<file path="config.mk">
export PLATFORM = sky130hd
export DESIGN_NAME = ysyx_rnu
export DESIGN_NICKNAME = d
export VERILOG_FILES = /design/src/rtl/ysyx_rnu.sv
export SDC_FILE = /design/constraint.sdc
export NUM_CORES = 1
export LEC_CHECK = 0
export CAP_MARGIN = 5
export CORE_ASPECT_RATIO = 0.9
export CORE_MARGIN = 4
export CORE_UTILIZATION = 45
export CTS_CLUSTER_SIZE = 30
export DETAILED_ROUTE_END_ITERATION = 16
export HOLD_SLACK_MARGIN = 0.03
export SKIP_CTS_REPAIR_TIMING = 1
export SYNTH_ARGS = -nofsm -noshare
export SYNTH_HDL_FRONTEND = slang
export SYNTH_SLANG_ARGS = --single-unit
export TNS_END_PERCENT = 5
</file>
<file path="constraint.sdc">
create_clock -name clock -period 14.15 [get_ports clock]
set_input_delay 2.83 -clock clock [delete_from_list [all_inputs] [get_ports clock]]
set_output_delay 2.83 -clock clock [all_outputs]
set_load 0.05 [all_outputs]
</file>
<file path="src/rtl/ysyx_rnu.sv">
// Register rename stage: speculative/committed RAT and free bitmaps, one registered output slot.
// Latency 1 (fire -> out_valid next edge); in_ready drops while the output is stalled or no free preg.

package ysyx_pkg;
  parameter int YSYX_REG_SIZE = 32;
  parameter int YSYX_PHY_SIZE = 64;
  parameter int RLEN = $clog2(YSYX_REG_SIZE);
  parameter int PLEN = $clog2(YSYX_PHY_SIZE);
  parameter int XLEN = 32;

  typedef struct packed {
    logic [31:0]     pc;
    logic [7:0]      op;
    logic [RLEN-1:0] rd;
  } uop_t;

  typedef struct packed {
    logic [XLEN-1:0] op1;
    logic [XLEN-1:0] op2;
    logic [PLEN-1:0] pr1;
    logic [PLEN-1:0] pr2;
    logic [PLEN-1:0] prd;
    logic [PLEN-1:0] prs;
  } prd_t;
endpackage

module ysyx_rnu
  import ysyx_pkg::*;
#(
  parameter int RNUM = YSYX_REG_SIZE,
  parameter int PNUM = YSYX_PHY_SIZE
) (
  input  logic            clock,
  input  logic            reset,
  input  logic            flush,
  input  logic            in_valid,
  output logic            in_ready,
  input  uop_t            in_uop,
  input  logic [RLEN-1:0] in_rs1,
  input  logic [RLEN-1:0] in_rs2,
  output logic            out_valid,
  input  logic            out_ready,
  output uop_t            out_uop,
  output prd_t            out_prd,
  input  logic            cm_valid,
  input  logic [RLEN-1:0] cm_rd,
  input  logic [PLEN-1:0] cm_prd,
  input  logic [PLEN-1:0] cm_prs,
  output logic [PLEN:0]   free_cnt
);

  localparam logic [PNUM-1:0] FREE_RST = {{(PNUM-RNUM){1'b1}}, {RNUM{1'b0}}};
  localparam logic [PLEN:0]   CNT_RST  = (PLEN+1)'(PNUM - RNUM);

  logic [PLEN-1:0] spec_rat   [RNUM];
  logic [PLEN-1:0] arch_rat   [RNUM];
  logic [PLEN-1:0] spec_rat_n [RNUM];
  logic [PLEN-1:0] arch_rat_n [RNUM];
  logic [PNUM-1:0] free, arch_free, free_n, arch_free_n;

  logic            need_alloc, free_any, fire, cm_en;
  logic [PLEN-1:0] alloc;

  function automatic logic [PLEN:0] popcnt(input logic [PNUM-1:0] v);
    logic [PLEN:0] c;
    c = '0;
    for (int i = 0; i < PNUM; i++) c = c + (PLEN+1)'(v[i]);
    return c;
  endfunction

  always_comb begin
    alloc = '0;
    for (int i = PNUM-1; i >= 0; i--) begin
      if (free[i]) alloc = PLEN'(i);
    end
  end

  assign need_alloc = (in_uop.rd != '0);
  assign free_any   = |free;
  assign in_ready   = !flush && (!out_valid || out_ready) && (!need_alloc || free_any);
  assign fire       = in_valid && in_ready;
  assign cm_en      = cm_valid && (cm_rd != '0);

  // Commit is folded in first so a flush restores the already-committed view.
  always_comb begin
    spec_rat_n  = spec_rat;
    arch_rat_n  = arch_rat;
    free_n      = free;
    arch_free_n = arch_free;
    if (cm_en) begin
      arch_rat_n[cm_rd]   = cm_prd;
      arch_free_n[cm_prd] = 1'b0;
      arch_free_n[cm_prs] = 1'b1;
      free_n[cm_prs]      = 1'b1;
    end
    if (flush) begin
      spec_rat_n = arch_rat_n;
      free_n     = arch_free_n;
    end else if (fire && need_alloc) begin
      spec_rat_n[in_uop.rd] = alloc;
      free_n[alloc]         = 1'b0;
    end
    spec_rat_n[0]  = '0;
    arch_rat_n[0]  = '0;
    free_n[0]      = 1'b0;
    arch_free_n[0] = 1'b0;
  end

  always_ff @(posedge clock or negedge reset) begin
    if (!reset) begin
      for (int i = 0; i < RNUM; i++) begin
        spec_rat[i] <= PLEN'(i);
        arch_rat[i] <= PLEN'(i);
      end
      free      <= FREE_RST;
      arch_free <= FREE_RST;
      free_cnt  <= CNT_RST;
    end else begin
      spec_rat  <= spec_rat_n;
      arch_rat  <= arch_rat_n;
      free      <= free_n;
      arch_free <= arch_free_n;
      free_cnt  <= popcnt(free_n);
    end
  end

  always_ff @(posedge clock or negedge reset) begin
    if (!reset) begin
      out_valid <= 1'b0;
      out_uop   <= '0;
      out_prd   <= '0;
    end else if (flush) begin
      out_valid <= 1'b0;
    end else if (fire) begin
      out_valid   <= 1'b1;
      out_uop     <= in_uop;
      out_prd.op1 <= '0;
      out_prd.op2 <= '0;
      out_prd.pr1 <= spec_rat[in_rs1];
      out_prd.pr2 <= spec_rat[in_rs2];
      out_prd.prd <= need_alloc ? alloc : '0;
      out_prd.prs <= need_alloc ? spec_rat[in_uop.rd] : '0;
    end else if (out_ready) begin
      out_valid <= 1'b0;
    end
  end

endmodule

</file>
==> results.json <==
{
  "status": "finished, final reports clean",
  "synth-main-ff-cell": "dfrtp_1",
  "cp_data_required_time_ns": 14.69,
  "ys_types": 80,
  "setup_ws_ns": 2.82,
  "yosys.area.top_type": "dfrtp_1",
  "cap_viol_max_count": 0,
  "io_buffers": 155,
  "end_kind": "flop",
  "timing.hold.ws_ns": 0.469,
  "detailed_place_hpwl_mm": 80.1,
  "stdcell_area_um2": 36000,
  "syn_to_final_growth_pct": 13.9,
  "cp-start-kind": "primary input",
  "syn_area_um2": 31600,
  "synth_top_cell_area_share": 0.277,
  "nFillCells": 6165,
  "first_global_vias": 24557,
  "relSlewSlack": 0.0618,
  "syn-instance-count": 2875,
  "grt_pass1_wl_mm": 171,
  "finalClockSkew_ns": 0.0286,
  "avgSynthCellArea_um2": 11.0,
  "worst-setup-path-type": "primary input to flop",
  "ys_seq_area_frac": 0.465,
  "p_leak_nw": 14.8,
  "synth-edff-count": 0,
  "slowest_stage": "clkdlybuf4s50_1",
  "io-pin-count": 220,
  "gp_congestion": 0.999,
  "finalWorstPathRequiredPeriod_ns": 11.33,
  "clockBufferDepth": 3,
  "crit_arrival_ns": 11.87,
  "drt_iter0_drc": 3372,
  "total_power_mw": 8.21,
  "fin_cells": 3951,
  "tns_ns": 0,
  "row_count": 91,
  "dp_slack_ns": 2.25,
  "yosysWarnings": 0,
  "ant_nets": 0,
  "drcViolationCount": 0,
  "slew_viol_final": 0,
  "dr.max_layer_used": "met4",
  "drive_gt1_frac": 0.258,
  "min-delay-path-class": "flop to flop",
  "clock-sinks": 575,
  "cts_tree": "done",
  "multi_input_area_um2": 15700,
  "register_area_um2": 14700,
  "setup_viol": 0,
  "first_pass_iters": 8,
  "grt_setup_unrepaired": "false",
  "critPathMaxFanout": 20,
  "wl_per_cell_um": 29.5,
  "clk_pin_slew_worst_paths_ns": 0.06,
  "cp_common_cell": "fa_1",
  "critical_path.top_delay_family": "adder cells",
  "tightest_slew_ns": 1.40,
  "numCtsBuffers": 66,
  "die_h_um": 259,
  "vias": 25485,
  "start_util": 0.457,
  "slowest_delay_ns": 0.94,
  "antenna_found_initial": 5,
  "die_width_um": 287,
  "grt_usage": 0.311,
  "vias_per_cell": 6.45,
  "nNetsFinal": 3109,
  "max_freq_mhz": 88.3,
  "met3_length_mm": 14.3,
  "hold_depth": 2,
  "clock_tree.root_cell": "clkbuf_16",
  "met2_length_mm": 49.6,
  "powerDensity_nw_per_um2": 228,
  "synth-async-reset-ratio": 1.00,
  "critical_path_depth": 28,
  "drt-total-wl_mm": 117,
  "synth_area_leaders": "dfrtp_1, dfstp_2, mux4_2, mux2_2, nand2_1",
  "dpl.cell_count": 3824,
  "clk-insertion-delay-late_ns": 0.63,
  "core_um2": 69000,
  "overflow": 0,
  "synth-seq-cells": 575,
  "finalHoldViolCount": 0,
  "htreeDepth": 3,
  "final.period_utilization": 0.800,
  "rr_worst_depth": 24,
  "dpl_cell_area_um2": 33700,
  "cp.buffers_inverters": 8,
  "ir_drop_mv": 1.93,
  "wirelength_met1_mm": 49.3,
  "grt_max_degree": 172,
  "die_area_um2": 74400,
  "utilization": 0.521
}
[cells in the final DEF, fill, tap and decap left out, types with 9 or more instances in the layout]
cell             instances
clkbuf_8                12
nand4_1                  9
inv_1                   77
a22oi_1                127
a21oi_2                 20
a221oi_1                18
nor2_1                 194
nand3b_1                 9
buf_2                   10
a2bb2oi_1               15
or3_1                   13
mux2_2                 189
nor4_1                  18
buf_4                   41
a221o_1                 56
a21o_1                   9
clkdlybuf4s50_1        142
o21a_1                  47
nor3_1                  30
and2_1                  12
clkbuf_1                14
mux2i_1                 12
and3_1                  10
a21oi_1                 55
nor2b_1                 10
a22o_1                  20
ha_1                    15
dfstp_2                225
clkinv_2                14
clkbuf_16               69
a31oi_1                 12
mux4_2                 150
fa_1                    53
nand2b_1                10
nand2_1                446
conb_1                  64
nand3_1                 26
dfrtp_1                350
o21ai_0                287
[registers in the layout (all words and copies together), names as in the netlist]
signal     cells
free_cnt       7
arch_rat     186
out_prd       24
free          63
spec_rat     186
arch_free     63
out_valid      1
out_uop       45
[synth_stat cells, types with 22 or more instances]
library cell,instances
buf_1,25
nor3_1,30
o21a_1,47
buf_4,64
dfstp_2,225
a22oi_1,127
mux4_2,150
a221o_1,56
buf_2,22
inv_1,77
nand3_1,27
clkbuf_1,129
dfrtp_1,350
nand2_1,446
fa_1,53
nor2_1,194
a21oi_1,56
o21ai_0,287
mux2_2,189
[cell families after synthesis]
logic type      Yosys count  synth area share
other cells               1          0.000119
compound gates          733             0.156
fa+ha+maj                68            0.0396
simple gates            825             0.114
mux                     351             0.178
buf+inv                 318            0.0463
flops                   575             0.465
xor+xnor                  4           0.00111
[layer usage]
metal,GRT usage,up-vias
met3,0.0947,217
met2,0.440,1581
met5,0.0138,-
met1,0.459,13131
li1,-,10556
met4,0.0919,0
[worst reg2reg max path, delay by kind of cell (launching register included)]
kind	cells	cell delay (ns)
adders and majority gates	10	4.82
AOI/OAI and AO/OA	8	2.59
and+or+nand+nor	3	2.03
DFF	1	0.46
buffers and inverters	3	0.17
[power breakdown]
part	switching (mW)	internal (mW)
Sequential	0.238	2.12
Combinational	2.28	1.77
Clock	0.732	1.07
[cell type report]
class                      instances  share of cell area
sequential                       575               0.408
timing repair buffer             197              0.0511
multi-input combinational       2045               0.437
clock buffer                      95              0.0541
inverter                          78             0.00814
clock inverter                    27             0.00908
tap                              930              0.0324
antenna                            4            0.000278
[worst paths after layout]
| path | from | end | slack, ns |
|---|---|---|---|
| worst max-delay path | cm_prd[0] | free_cnt[6]$_DFF_PN0_ | 2.82 |
| min in group asynchronous | reset | out_uop[26]$_DFFE_PN0P_ | 2.26 |
| worst min-delay path | out_uop[41]$_DFFE_PN0P_ | out_uop[41]$_DFFE_PN0P_ | 0.47 |
| max in group asynchronous | reset | arch_rat[5]$_DFF_PN0_ | 9.44 |
| worst max register to register | free[14]$_DFF_PN0_ | free_cnt[6]$_DFF_PN0_ | 4.03 |
| worst min register to register | out_uop[41]$_DFFE_PN0P_ | out_uop[41]$_DFFE_PN0P_ | 0.47 |
Note: power is estimated with default switching activity, not from simulation.
